==> config.mk <==
export PLATFORM = sky130hd
export DESIGN_NAME = mem_port_arbiter_flat
export DESIGN_NICKNAME = d
export VERILOG_FILES = /design/src/rtl/mem_port_arbiter_if.sv /design/src/rtl/mem_port_arbiter.sv /design/src/flat_wrapper.sv
export SDC_FILE = /design/constraint.sdc
export NUM_CORES = 1
export LEC_CHECK = 0
export CAP_MARGIN = 20
export CORE_AREA = 2 2 364 366
export CTS_CLUSTER_DIAMETER = 200
export DETAILED_ROUTE_END_ITERATION = 8
export DIE_AREA = 0 0 366 368
export PLACE_DENSITY = 0.3
export SETUP_SLACK_MARGIN = 0.4
export SYNTH_ARGS = -nofsm -noshare
export SYNTH_HDL_FRONTEND = slang
export SYNTH_SLANG_ARGS = --single-unit
==> constraint.sdc <==
create_clock -name clk -period 1.8 [get_ports clk]
set_input_delay 0.36 -clock clk [delete_from_list [all_inputs] [get_ports clk]]
set_output_delay 0.36 -clock clk [all_outputs]
set_load 0.05 [all_outputs]
==> src/rtl/mem_port_arbiter_if.sv <==
// Memory-port bundle: request, write-data and response channels of one port.
// The requester side uses master; the side that owns the memory uses slave.
interface mem_port_arbiter_if #(
    parameter int ADDR_BITS = 28,
    parameter int DATA_BITS = 128,
    parameter int TAG_BITS  = 4
);
    logic                   req_valid;
    logic                   req_ready;
    logic                   req_rw;
    logic [ADDR_BITS-1:0]   req_addr;
    logic [TAG_BITS-1:0]    req_tag;
    logic                   req_data_valid;
    logic                   req_data_ready;
    logic [DATA_BITS-1:0]   req_data_bits;
    logic [DATA_BITS/8-1:0] req_data_mask;
    logic                   resp_valid;
    logic [TAG_BITS-1:0]    resp_tag;
    logic [DATA_BITS-1:0]   resp_data;

    modport master (
        output req_valid, req_rw, req_addr, req_tag,
        output req_data_valid, req_data_bits, req_data_mask,
        input  req_ready, req_data_ready,
        input  resp_valid, resp_tag, resp_data
    );

    modport slave (
        input  req_valid, req_rw, req_addr, req_tag,
        input  req_data_valid, req_data_bits, req_data_mask,
        output req_ready, req_data_ready,
        output resp_valid, resp_tag, resp_data
    );
endinterface

==> src/rtl/mem_port_arbiter.sv <==
// Round-robin arbiter sharing one external memory port between icache (port 0)
// and dcache (port 1); writes lock the data channel for a full line.
module mem_port_arbiter #(
    parameter int MEM_ADDR_BITS = 28,
    parameter int MEM_DATA_BITS = 128,
    parameter int MEM_TAG_BITS  = 5,
    parameter int DATA_BEATS    = 4
) (
    input  logic               clk,
    input  logic               reset,
    mem_port_arbiter_if.slave  ic,
    mem_port_arbiter_if.slave  dc,
    mem_port_arbiter_if.master mem
);
    localparam int PORT_TAG_BITS = MEM_TAG_BITS - 1;
    localparam int MASK_BITS     = MEM_DATA_BITS / 8;
    localparam int BEAT_BITS     = (DATA_BEATS > 1) ? $clog2(DATA_BEATS) : 1;
    localparam logic [BEAT_BITS-1:0] LAST_BEAT = BEAT_BITS'(DATA_BEATS - 1);

    localparam logic [1:0] IDLE  = 2'd0;
    localparam logic [1:0] HOLD  = 2'd1;
    localparam logic [1:0] WDATA = 2'd2;

    logic [1:0]           state_reg, state_next;
    logic                 owner_reg, owner_next;
    logic                 rr_last_reg, rr_last_next;
    logic [BEAT_BITS-1:0] beat_cnt_reg, beat_cnt_next;

    logic [1:0]               port_req_valid;
    logic [1:0]               port_req_rw;
    logic [1:0]               port_data_valid;
    logic [MEM_ADDR_BITS-1:0] port_req_addr [2];
    logic [PORT_TAG_BITS-1:0] port_req_tag [2];
    logic [MEM_DATA_BITS-1:0] port_data_bits [2];
    logic [MASK_BITS-1:0]     port_data_mask [2];
    logic [1:0]               port_req_ready;
    logic [1:0]               port_data_ready;
    logic [1:0]               port_resp_valid;

    logic grant_id;
    logic grant_valid;
    logic req_fire;
    logic data_fire;
    logic in_wdata;

    assign port_req_valid    = {dc.req_valid, ic.req_valid};
    assign port_req_rw       = {dc.req_rw, ic.req_rw};
    assign port_data_valid   = {dc.req_data_valid, ic.req_data_valid};
    assign port_req_addr[0]  = ic.req_addr;
    assign port_req_addr[1]  = dc.req_addr;
    assign port_req_tag[0]   = ic.req_tag;
    assign port_req_tag[1]   = dc.req_tag;
    assign port_data_bits[0] = ic.req_data_bits;
    assign port_data_bits[1] = dc.req_data_bits;
    assign port_data_mask[0] = ic.req_data_mask;
    assign port_data_mask[1] = dc.req_data_mask;

    // In HOLD the grant is frozen on the owner until its handshake completes.
    always_comb begin
        grant_id    = owner_reg;
        grant_valid = 1'b0;
        case (state_reg)
            IDLE: begin
                grant_valid = |port_req_valid;
                grant_id    = (&port_req_valid) ? ~rr_last_reg : port_req_valid[1];
            end
            HOLD: begin
                grant_valid = port_req_valid[owner_reg];
            end
            default: ;
        endcase
    end

    assign in_wdata  = reset && (state_reg == WDATA);
    assign req_fire  = reset && grant_valid && mem.req_ready;
    assign data_fire = in_wdata && port_data_valid[owner_reg] && mem.req_data_ready;

    assign mem.req_valid      = reset && grant_valid;
    assign mem.req_rw         = port_req_rw[grant_id];
    assign mem.req_addr       = port_req_addr[grant_id];
    assign mem.req_tag        = {grant_id, port_req_tag[grant_id]};
    assign mem.req_data_valid = in_wdata && port_data_valid[owner_reg];
    assign mem.req_data_bits  = port_data_bits[owner_reg];
    assign mem.req_data_mask  = port_data_mask[owner_reg];

    generate
        for (genvar gi = 0; gi < 2; gi++) begin : g_port
            assign port_req_ready[gi]  = req_fire && (grant_id == 1'(gi));
            assign port_data_ready[gi] = in_wdata && (owner_reg == 1'(gi)) && mem.req_data_ready;
            assign port_resp_valid[gi] = reset && mem.resp_valid &&
                                         (mem.resp_tag[MEM_TAG_BITS-1] == 1'(gi));
        end
    endgenerate

    assign ic.req_ready      = port_req_ready[0];
    assign dc.req_ready      = port_req_ready[1];
    assign ic.req_data_ready = port_data_ready[0];
    assign dc.req_data_ready = port_data_ready[1];
    assign ic.resp_valid     = port_resp_valid[0];
    assign dc.resp_valid     = port_resp_valid[1];
    assign ic.resp_tag       = mem.resp_tag[PORT_TAG_BITS-1:0];
    assign dc.resp_tag       = mem.resp_tag[PORT_TAG_BITS-1:0];
    assign ic.resp_data      = mem.resp_data;
    assign dc.resp_data      = mem.resp_data;

    always_comb begin
        state_next    = state_reg;
        owner_next    = owner_reg;
        rr_last_next  = rr_last_reg;
        beat_cnt_next = beat_cnt_reg;
        case (state_reg)
            IDLE, HOLD: begin
                if (grant_valid) begin
                    owner_next = grant_id;
                    if (req_fire) begin
                        rr_last_next  = grant_id;
                        beat_cnt_next = '0;
                        state_next    = port_req_rw[grant_id] ? WDATA : IDLE;
                    end else begin
                        state_next = HOLD;
                    end
                end
            end
            WDATA: begin
                if (data_fire) begin
                    beat_cnt_next = beat_cnt_reg + 1'b1;
                    if (beat_cnt_reg == LAST_BEAT) begin
                        state_next = IDLE;
                    end
                end
            end
            default: state_next = IDLE;
        endcase
    end

    always_ff @(posedge clk) begin
        if (!reset) begin
            state_reg    <= IDLE;
            owner_reg    <= 1'b0;
            rr_last_reg  <= 1'b1;
            beat_cnt_reg <= '0;
        end else begin
            state_reg    <= state_next;
            owner_reg    <= owner_next;
            rr_last_reg  <= rr_last_next;
            beat_cnt_reg <= beat_cnt_next;
        end
    end
endmodule

==> src/flat_wrapper.sv <==
// flat-port wrapper written by rule: the top's interface ports become plain ports
module mem_port_arbiter_flat 
#(
    parameter int MEM_ADDR_BITS = 28,
    parameter int MEM_DATA_BITS = 128,
    parameter int MEM_TAG_BITS  = 5,
    parameter int DATA_BEATS    = 4
)
  (clk, reset, ic_req_valid, ic_req_rw, ic_req_addr, ic_req_tag, ic_req_data_valid, ic_req_data_bits, ic_req_data_mask, ic_req_ready, ic_req_data_ready, ic_resp_valid, ic_resp_tag, ic_resp_data, dc_req_valid, dc_req_rw, dc_req_addr, dc_req_tag, dc_req_data_valid, dc_req_data_bits, dc_req_data_mask, dc_req_ready, dc_req_data_ready, dc_resp_valid, dc_resp_tag, dc_resp_data, mem_req_valid, mem_req_rw, mem_req_addr, mem_req_tag, mem_req_data_valid, mem_req_data_bits, mem_req_data_mask, mem_req_ready, mem_req_data_ready, mem_resp_valid, mem_resp_tag, mem_resp_data);
  mem_port_arbiter_if #(.ADDR_BITS((28)), .DATA_BITS((128)), .TAG_BITS((5)-1)) ic_i ();
  mem_port_arbiter_if #(.ADDR_BITS((28)), .DATA_BITS((128)), .TAG_BITS((5)-1)) dc_i ();
  mem_port_arbiter_if #(.ADDR_BITS((28)), .DATA_BITS((128)), .TAG_BITS((5))) mem_i ();
  input  logic clk;
  input  logic reset;
  input wire logic [$bits(ic_i.req_valid)-1:0] ic_req_valid;
  input wire logic [$bits(ic_i.req_rw)-1:0] ic_req_rw;
  input wire logic [$bits(ic_i.req_addr)-1:0] ic_req_addr;
  input wire logic [$bits(ic_i.req_tag)-1:0] ic_req_tag;
  input wire logic [$bits(ic_i.req_data_valid)-1:0] ic_req_data_valid;
  input wire logic [$bits(ic_i.req_data_bits)-1:0] ic_req_data_bits;
  input wire logic [$bits(ic_i.req_data_mask)-1:0] ic_req_data_mask;
  output wire logic [$bits(ic_i.req_ready)-1:0] ic_req_ready;
  output wire logic [$bits(ic_i.req_data_ready)-1:0] ic_req_data_ready;
  output wire logic [$bits(ic_i.resp_valid)-1:0] ic_resp_valid;
  output wire logic [$bits(ic_i.resp_tag)-1:0] ic_resp_tag;
  output wire logic [$bits(ic_i.resp_data)-1:0] ic_resp_data;
  input wire logic [$bits(dc_i.req_valid)-1:0] dc_req_valid;
  input wire logic [$bits(dc_i.req_rw)-1:0] dc_req_rw;
  input wire logic [$bits(dc_i.req_addr)-1:0] dc_req_addr;
  input wire logic [$bits(dc_i.req_tag)-1:0] dc_req_tag;
  input wire logic [$bits(dc_i.req_data_valid)-1:0] dc_req_data_valid;
  input wire logic [$bits(dc_i.req_data_bits)-1:0] dc_req_data_bits;
  input wire logic [$bits(dc_i.req_data_mask)-1:0] dc_req_data_mask;
  output wire logic [$bits(dc_i.req_ready)-1:0] dc_req_ready;
  output wire logic [$bits(dc_i.req_data_ready)-1:0] dc_req_data_ready;
  output wire logic [$bits(dc_i.resp_valid)-1:0] dc_resp_valid;
  output wire logic [$bits(dc_i.resp_tag)-1:0] dc_resp_tag;
  output wire logic [$bits(dc_i.resp_data)-1:0] dc_resp_data;
  output wire logic [$bits(mem_i.req_valid)-1:0] mem_req_valid;
  output wire logic [$bits(mem_i.req_rw)-1:0] mem_req_rw;
  output wire logic [$bits(mem_i.req_addr)-1:0] mem_req_addr;
  output wire logic [$bits(mem_i.req_tag)-1:0] mem_req_tag;
  output wire logic [$bits(mem_i.req_data_valid)-1:0] mem_req_data_valid;
  output wire logic [$bits(mem_i.req_data_bits)-1:0] mem_req_data_bits;
  output wire logic [$bits(mem_i.req_data_mask)-1:0] mem_req_data_mask;
  input wire logic [$bits(mem_i.req_ready)-1:0] mem_req_ready;
  input wire logic [$bits(mem_i.req_data_ready)-1:0] mem_req_data_ready;
  input wire logic [$bits(mem_i.resp_valid)-1:0] mem_resp_valid;
  input wire logic [$bits(mem_i.resp_tag)-1:0] mem_resp_tag;
  input wire logic [$bits(mem_i.resp_data)-1:0] mem_resp_data;
  assign ic_i.req_valid = ic_req_valid;
  assign ic_i.req_rw = ic_req_rw;
  assign ic_i.req_addr = ic_req_addr;
  assign ic_i.req_tag = ic_req_tag;
  assign ic_i.req_data_valid = ic_req_data_valid;
  assign ic_i.req_data_bits = ic_req_data_bits;
  assign ic_i.req_data_mask = ic_req_data_mask;
  assign ic_req_ready = ic_i.req_ready;
  assign ic_req_data_ready = ic_i.req_data_ready;
  assign ic_resp_valid = ic_i.resp_valid;
  assign ic_resp_tag = ic_i.resp_tag;
  assign ic_resp_data = ic_i.resp_data;
  assign dc_i.req_valid = dc_req_valid;
  assign dc_i.req_rw = dc_req_rw;
  assign dc_i.req_addr = dc_req_addr;
  assign dc_i.req_tag = dc_req_tag;
  assign dc_i.req_data_valid = dc_req_data_valid;
  assign dc_i.req_data_bits = dc_req_data_bits;
  assign dc_i.req_data_mask = dc_req_data_mask;
  assign dc_req_ready = dc_i.req_ready;
  assign dc_req_data_ready = dc_i.req_data_ready;
  assign dc_resp_valid = dc_i.resp_valid;
  assign dc_resp_tag = dc_i.resp_tag;
  assign dc_resp_data = dc_i.resp_data;
  assign mem_req_valid = mem_i.req_valid;
  assign mem_req_rw = mem_i.req_rw;
  assign mem_req_addr = mem_i.req_addr;
  assign mem_req_tag = mem_i.req_tag;
  assign mem_req_data_valid = mem_i.req_data_valid;
  assign mem_req_data_bits = mem_i.req_data_bits;
  assign mem_req_data_mask = mem_i.req_data_mask;
  assign mem_i.req_ready = mem_req_ready;
  assign mem_i.req_data_ready = mem_req_data_ready;
  assign mem_i.resp_valid = mem_resp_valid;
  assign mem_i.resp_tag = mem_resp_tag;
  assign mem_i.resp_data = mem_resp_data;
  mem_port_arbiter #(.MEM_ADDR_BITS(MEM_ADDR_BITS), .MEM_DATA_BITS(MEM_DATA_BITS), .MEM_TAG_BITS(MEM_TAG_BITS), .DATA_BEATS(DATA_BEATS)) u_core (.clk(clk), .reset(reset), .ic(ic_i), .dc(dc_i), .mem(mem_i));
endmodule
Word-level counts from Yosys, hierarchy flattened
Cells that the tools add are included.

Logic and storage cells: 76. Output and inout port bits: 450. Register bits: 6. Input port bits: 496.

Equal/unequal tests: 7. Mux-type cells: 31. Reduce and logical (&&, ||, !) cells: 23. Bitwise logic cells: 6. Add/sub/neg operators: 1. $lt $le $gt $ge: 4.

Operators with widths (number): 2-to-1 mux 128 bit (3); 2-to-1 mux 28 bit (3); 2-to-1 mux 16 bit (3); 2-to-1 mux 2 bit (8); logical AND 1 bit (14); 2-to-1 mux 4 bit (3); 2-to-1 mux 1 bit (8); one-hot mux 2 bit (2 select lines) (2); != test 2 x 1 -> 1 bit (second input constant) (3); AND reduction 3 bit (2); equality test 2 bit (second input constant) (2); >= comparator 2 bit (second input constant) (2); less-than comparator 1 x 2 -> 1 bit (second input constant) (2); inverter 1 bit (4); inverter 1 -> 2 bit (2); AND reduction 2 bit (2); AND reduction 4 bit (1); OR reduction 2 bit (2); adder 2 x 1 -> 2 bit (second input constant) (1); equality test 2 x 1 -> 1 bit (second input constant) (1); zero test 2 bit (1); != test 2 bit (second input constant) (1); one-hot mux 1 bit (2 select lines) (1); nonzero test 2 bit (1).

Longest topological paths before layout
Gate-level depths: netlist of run 1.

Depth after elaboration: 9. Gate-level depth with buffers: 5. Mapped depth without buffers: 5.

Worst setup path after synthesis of run 1
Ideal clock, no wire load.

Path kind: flip-flop to flip-flop. From: register u_core.owner_reg. To: register u_core.rr_last_reg. Data arrival time: 2.178 ns. Data required time: 1.728 ns. Setup slack: -0.450 ns. Library setup time: 0.072 ns. Path buffers: 1. Stages on the path, launching flop included: 6. Period minus slack after synthesis: 2.250 ns. Path through: dfxtp_1 buf_4 mux2i_1 a211oi_1 a21oi_1 o21ai_1.

Word-level cells in the longest chain between the ends: 6. Elaborated cells between the ends (all ways): 7. Those cells by class: mux: 4; reduce/logical: 3.

Ends and longest elaborated chain: from (decl) (line mem_port_arbiter.sv:25) `logic owner_reg, owner_next;`; from (signal assigned) (line mem_port_arbiter.sv:144) `owner_reg <= owner_next;`; 2-to-1 mux 1 bit (not written as such) (2 in a row) (line mem_port_arbiter.sv:68) `grant_valid = port_req_valid[owner_reg];`; one-hot mux 1 bit (2 select lines) (line mem_port_arbiter.sv:62) `case (state_reg)`; logical AND 1 bit; net mem_req_valid (line flat_wrapper.sv:39) `output wire logic [$bits(mem_i.req_valid)-1:0] mem_req_valid;`; logical AND 1 bit (line mem_port_arbiter.sv:75) `assign req_fire = reset && grant_valid && mem.req_ready;`; AND reduction 3 bit (no source line); to (signal assigned) (line mem_port_arbiter.sv:145) `rr_last_reg <= rr_last_next;`; to (decl) (line mem_port_arbiter.sv:26) `logic rr_last_reg, rr_last_next;`.

The timed path passes the listed nets, and every way through them passes these cells. The select of a mux whose other input is x is not followed. A chain may end at the register's enable or synchronous reset.

Worst setup path in the final report of run 1
From: input port dc_req_valid. To: output port mem_req_tag[3].

Word-level cells in the longest chain between the ends: 7.

Ends and longest elaborated chain: from (decl) (line flat_wrapper.sv:27) `input wire logic [$bits(dc_i.req_valid)-1:0] dc_req_valid;`; AND reduction 2 bit (line mem_port_arbiter.sv:65) `grant_id = (&port_req_valid) ? ~rr_last_reg : port_req_valid[1];`; 2-to-1 mux 1 bit * (line mem_port_arbiter.sv:65); 2-to-1 mux 1 bit * (line mem_port_arbiter.sv:62); inverter 1 -> 2 bit (not written as such) * (line mem_port_arbiter.sv:81) `assign mem.req_tag = {grant_id, port_req_tag[grant_id]};`; 2-to-1 mux 4 bit (not written as such) * (3 in a row) (line mem_port_arbiter.sv:81); to (decl) (line flat_wrapper.sv:42) `output wire logic [$bits(mem_i.req_tag)-1:0] mem_req_tag;`.

Mark *: on every way between the ends. The rest lies on a longest branch, timed or not. The select of a mux whose other input is x is not followed.

==> flow_metrics.py, run 1 <==
metrics = {
    "status": {
        "status": "complete, but fails checks",
        "violations": "setup timing",
    },
    "cts": {
        "h-tree-depth": 1,
        "hold_buffers": 0,
        "insertion_delay_ns": 0.23,
        "clk_pin_slew_ns": 0.04,
        "cts_sinks": 6,
        "cts_tree": "done",
        "cts_buffers": 3,
        "clock-root-buffer": "clkbuf_16",
        "cts_buffer_depth": 2,
    },
    "synthesis": {
        "synth-edff-count": 0,
        "synth_top_flop_cell": "dfxtp_1",
        "yosysWarnings": 0,
        "async_flop_share_pct": 0,
        "netlist.area_leader.share_pct": 44.5,
        "synth_top_area_cell": "buf_4",
        "seq_area_frac_synth_pct": 2.68,
        "synth_most_common_cell": "buf_4",
        "synthCells": 513,
        "syn_avg_cell_area_um2": 8.75,
        "synthTopCellsByArea": "buf_4 45%, mux2_2 43%, dfxtp_1 2.7%",
        "syn_area_um2": 4490,
        "ys_seq_elements": 6,
        "ys_top_cells_by_count": "266 x buf_4, 173 x mux2_2, 14 x buf_2",
        "ys_types": 27,
        "synth_fp_nets": 1010,
    },
    "worst_setup_path": {
        "start_kind": "primary input",
        "worstPathMaxFanout": 8,
        "end_kind": "output pin",
        "path_class": "in2out",
        "critPathRequiredTime_ns": 1.44,
        "worstPathArrival_ns": 1.79,
    },
    "power_and_ir_drop": {
        "intPower_mw": 3.01,
        "pwr-share-clk_pct": 7.0,
        "p_comb_share_pct": 90.3,
        "power.leakage_nw": 4.81,
        "switchingPower_mw": 2.45,
        "seq_power_share_pct": 2.8,
        "p_per_area_nw_per_um2": 427,
        "swShare_pct": 44.9,
        "power_mw": 5.46,
        "peakVddDrop_mv": 0.240,
    },
    "placed_design": {
        "placed_cell_area_um2": 11100,
        "place_ws_ns": -0.766,
        "dp.cells": 2574,
        "io_buffers": 549,
        "gp_congestion": 0.899,
        "hpwlAfterDp_mm": 31.3,
    },
    "sta": {
        "hold-worst-slack_ns": 0.469,
        "finalSetupViolCount": 187,
        "tns_ns": -41.09,
        "fin_crit_sh_pct": 120,
        "max_freq_mhz": 465,
        "fin_skew_ns": 0.00141,
        "rsz0062_at_grt": "true",
        "final-hold-violation-count": 0,
        "worstMarginPinSlew_ns": 0.354,
        "setup_ws_ns": -0.353,
        "slew_viol_final": 0,
        "period_needed_ns": 2.15,
        "slew-limit-headroom_pct": 76.3,
    },
    "floorplanning": {
        "dieArea_um2": 135000,
        "die_h_um": 368,
        "core_um2": 131000,
        "die_w_um": 366,
        "start_util_pct": 3.43,
        "num_rows": 133,
        "num_io_pins": 946,
    },
    "final_layout": {
        "area_delta_synth_final_pct": 185,
        "fillers": 15100,
        "layout.nets": 1361,
        "final_cells": 2623,
        "design_area_um2": 12800,
        "fin_util_pct": 9.77,
        "drive_gt1_share_pct": 54.9,
    },
    "detailed_routing": {
        "avgViaCountPerCell": 1.93,
        "drc": 0,
        "firstDrtPassIters": 4,
        "wl_mm": 36.0,
        "drt_iter0_markers": 103,
        "dr_total_vias": 5072,
        "wire_per_inst_um": 13.7,
        "antenna_left": 0,
    },
    "global_routing": {
        "grt_max_degree": 15,
        "antenna_found_initial": 6,
        "grt-ovfl-total": 0,
        "grt_use_total_pct": 4.94,
        "grt_pass1_wl_mm": 46.7,
        "grt_pass1_vias": 5776,
    },
    "min_path": {
        "holdCritPathClass": "reg2reg",
    },
    "flow_run": {
        "maxCapViolCount": 0,
    },
}
==> path summary, 6_finish.rpt <==
| path | startpoint | slack [ns] | depth (start not counted) | end |
|---|---|---|---|---|
| hold / removal | u_core.beat_cnt_reg[1] | 0.47 | 2 | u_core.beat_cnt_reg[1] |
| setup / recovery | dc_req_valid | -0.35 | 8 | mem_req_tag[3] |
| hold reg to reg | u_core.beat_cnt_reg[1] | 0.47 | 2 | u_core.beat_cnt_reg[1] |
| setup reg to reg | u_core.owner_reg | -0.14 | 9 | u_core.beat_cnt_reg[1] |
==> placed cells by master (no fill, tap or decap), drive strengths merged <==
cell type / n
clkdlybuf4s15: 1
clkbuf: 5
a211oi: 2
nand4: 1
nor2: 9
mux2: 177
o2111ai: 1
clkdlybuf4s50: 357
mux2i: 4
dlygate4sd2: 4
diode: 5
dfxtp: 6
inv: 6
nand2b: 1
o21ai: 3
nand2: 6
o22ai: 1
buf: 269
ha: 1
nand3: 2
a21oi: 2
and3: 2
a2111o: 1
a21boi: 1
nor2b: 1
==> power groups by stage <==
stage / combinational [mW] / clock [mW] / sequential [mW]
after global placement: 4.26 / 0 / 0.165
after CTS: 4.91 / 0.382 / 0.151
after global routing: 5.11 / 0.397 / 0.152
after detailed placement: 4.24 / 0 / 0.165
final: 4.93 / 0.380 / 0.151
after floorplan: 4.05 / 0 / 0.153
==> critical path, cell delays in order <==
cell           delay (ns)
dlygate4sd2_1        0.26
a21boi_2             0.17
mux2i_4              0.15
buf_6                0.14
buf_12               0.10
buf_12               0.13
mux2_4               0.32
buf_8                0.15
==> cell type report <==
cell class / count / area, µm² / area share [%]
Clock buffer: 4 / 78.8 / 0.617
Tap cell: 1755 / 2200 / 17.2
Antenna cell: 5 / 12.5 / 0.0980
Inverter: 6 / 25.0 / 0.196
Timing Repair Buffer: 632 / 7330 / 57.4
Multi-Input combinational cell: 215 / 3010 / 23.5
Sequential cell: 6 / 126 / 0.989
==> kinds of logic after synthesis <==
| family | count (synthesis) | share of synthesized area (%) |
|---|---|---|
| buffers and inverters | 292 | 47.6 |
| multiplexers | 181 | 45.6 |
| adder cells (fa/ha/maj) | 1 | 0.279 |
| flip-flops | 6 | 2.68 |
| AO/OA/AOI/OAI | 11 | 1.65 |
| AND/OR/NAND/NOR | 22 | 2.23 |
==> layer usage <==
layer	up-vias	wire length [µm]	global-route usage [%]
li1	2169	-	-
met2	636	16100	7.72
met1	2235	12600	5.02
met5	-	261	1.39
met3	26	6020	3.73
met4	6	976	1.50
==> timing repair <==
action	CTS	global route
pin swaps	8	4
buffers inserted	20	9
endpoints found under the setup margin	192	189
cloned	10	1
gates resized for setup	262	20
(Power assumes the default switching activity.)
==> inputs of run 2 (changes only) <==
Settings changed: GPL_ROUTABILITY_DRIVEN set to 0, GPL_TIMING_DRIVEN set to 0.
==> run 2 against run 1 <==
- the run still ends with setup timing left
- highest routed layer is now met4
- die area unchanged
- sequential share of layout area decreased by 0.27 points
- routed wire length increased by 31%
- clock-buffer cell count decreased by 1
- combinational power increased by 45%
==> flow_metrics.py, run 2 (synthesized netlist as in run 1, its figures left out) <==
metrics = {
    "status": {
        "status": "complete, but fails checks",
        "violations": "setup timing",
    },
    "sta": {
        "worstMarginPinSlew_ns": 0.543,
        "finalSetupViolCount": 187,
        "final-hold-violation-count": 0,
        "slew_viol_final": 0,
        "rsz0062_at_grt": "true",
        "fin_skew_ns": 0.000234,
        "period_needed_ns": 2.20,
        "max_freq_mhz": 456,
        "setup_ws_ns": -0.395,
        "fin_crit_sh_pct": 122,
        "slew-limit-headroom_pct": 63.9,
        "hold-worst-slack_ns": 0.469,
    },
    "worst_setup_path": {
        "worstPathMaxFanout": 5,
        "end_kind": "output pin",
        "slowest_delay_ns": 0.35,
        "regToRegStartpoint": "u_core.state_reg[1]",
        "path_cells": "nor2_4 > mux2i_4 > buf_6 > buf_12 > buf_12 > mux2_4 > buf_8",
        "cp.depth": 7,
        "cp_common_cell": "buf_12",
        "crit_end": "mem_req_addr[21]",
        "cp-startpoint": "u_core.state_reg[1]",
        "path_buf_inv": 4,
        "cpMaxStageDelayCell": "dfxtp_4",
        "critPathTopFamily": "multiplexers",
        "ff2ff_setup_slack_ns": -0.32,
        "reg2reg_to": "u_core.state_reg[1]",
        "worstPathArrival_ns": 1.84,
        "reg2reg_depth": 14,
        "path_class": "reg2out",
        "critPathRequiredTime_ns": 1.44,
        "start_kind": "flop",
    },
    "cts": {
        "h-tree-depth": 1,
        "cts_sinks": 6,
        "hold_buffers": 0,
        "clock-root-buffer": "clkbuf_16",
        "cts_buffers": 3,
        "cts_tree": "done",
        "insertion_delay_ns": 0.23,
        "cts_buffer_depth": 2,
        "clk_pin_slew_ns": 0.03,
    },
    "detailed_routing": {
        "drc": 0,
        "firstDrtPassIters": 4,
        "drt_iter0_markers": 98,
        "avgViaCountPerCell": 2.18,
        "dr_total_vias": 6915,
        "wl_mm": 47.2,
        "wire_per_inst_um": 14.9,
        "antenna_left": 0,
    },
    "power_and_ir_drop": {
        "p_per_area_nw_per_um2": 427,
        "power.leakage_nw": 9.03,
        "peakVddDrop_mv": 0.354,
    },
    "final_layout": {
        "drive_gt1_share_pct": 53.9,
        "fillers": 14900,
        "layout.nets": 1906,
        "fin_util_pct": 13.7,
        "final_common_cell": "clkdlybuf4s50_1",
        "area_delta_synth_final_pct": 300,
        "final_cell_mix": "357 x clkdlybuf4s50_1, 278 x buf_4, 190 x dlymetal6s2s_1",
    },
    "floorplanning": {
        "start_util_pct": 3.43,
        "dieArea_um2": 135000,
        "num_io_pins": 946,
        "num_rows": 133,
        "die_w_um": 366,
        "die_h_um": 368,
        "core_um2": 131000,
    },
    "flow_run": {
        "maxCapViolCount": 0,
    },
    "placed_design": {
        "io_buffers": 813,
        "hpwlAfterDp_mm": 41.8,
    },
    "global_routing": {
        "grt_max_degree": 11,
        "grt_use_total_pct": 6.29,
        "antenna_found_initial": 3,
        "grt_pass1_wl_mm": 60.2,
        "grt-ovfl-total": 0,
        "grt_pass1_vias": 7230,
    },
    "min_path": {
        "holdCritPathClass": "reg2reg",
    },
}
[run 2: cell type report]
class	count	area [µm²]	share of cell area (%)
buffer	286	2410	13.5
timing repair buffer	891	10100	56.1
tap	1755	2200	12.2
inverter	6	25.0	0.139
sequential	6	129	0.718
clock buffer	3	75.1	0.418
multi-input combinational	215	3040	16.9
antenna	3	7.51	0.0418
[run 2: worst min path at each step]
stage | startpoint | end | slack, ns | depth (start not counted)
detailed placement | u_core.beat_cnt_reg[1] | u_core.beat_cnt_reg[1] | 0.47 | 2
finish | u_core.beat_cnt_reg[1] | u_core.beat_cnt_reg[1] | 0.47 | 2
global route | u_core.beat_cnt_reg[1] | u_core.beat_cnt_reg[1] | 0.49 | 2
CTS | u_core.beat_cnt_reg[1] | u_core.beat_cnt_reg[1] | 0.47 | 2
floorplan | u_core.beat_cnt_reg[1] | u_core.beat_cnt_reg[1] | 0.44 | 2
global placement | u_core.beat_cnt_reg[1] | u_core.beat_cnt_reg[1] | 0.47 | 2
[run 2: report_power, final]
group	switching, mW	total [mW]	internal, mW	leakage [nW]
combinational	3.77	7.15	3.38	8.94
sequential	0.00878	0.151	0.142	0.0508
clock	0.0758	0.361	0.285	0.0370
total	3.86	7.66	3.80	9.03
[run 2: routing by layer]
layer  wire length (µm)  global-route usage [%]  vias to the layer above
li1                   -                       -                     3258
met1              17400                    7.03                     3232
met3               3010                    1.21                       16
met2              25900                    12.1                      409
met4                946                    1.36                        0
met5                  0                       0                        -
[run 2: worst reg2reg max path: stages, from the launching register on]
cell	delay (ns)
dfxtp_4	0.35
nor2_4	0.14
mux2i_4	0.25
buf_6	0.16
buf_12	0.11
buf_4	0.11
mux2i_4	0.23
buf_6	0.12
buf_6	0.08
buf_6	0.08
buf_6	0.08
buf_6	0.08
buf_6	0.08
buf_6	0.09
o21ai_1	0.05
[run 2: repair_timing]
| action | in CTS | in global routing |
|---|---|---|
| pin swaps | 10 | 7 |
| setup buffers | 45 | 19 |
| setup endpoints to repair | 455 | 381 |
| gates cloned | 9 | 5 |
| gates resized for setup | 1462 | 273 |
[run 2: metrics by stage]
stage	TNS [ns]	power (mW)	instance area [µm²]	cells	setup WS [ns]
CTS	-45.88	7.56	16900	3138	-0.386
detailed placement	-147.30	6.65	15800	3081	-1.49
finish	-39.47	7.66	17900	3165	-0.395
global placement	-147.75	6.67	15800	3081	-1.52
floorplan	0	4.20	5430	513	0.0182
global route	-51.33	7.91	17900	3163	-0.444
==> inputs of run 3 (changes only) <==
Settings changed: CAP_MARGIN 20 to not set.
==> results of run 3 <==
No change in the layout: final DEF, timing and power equal those of run 2.
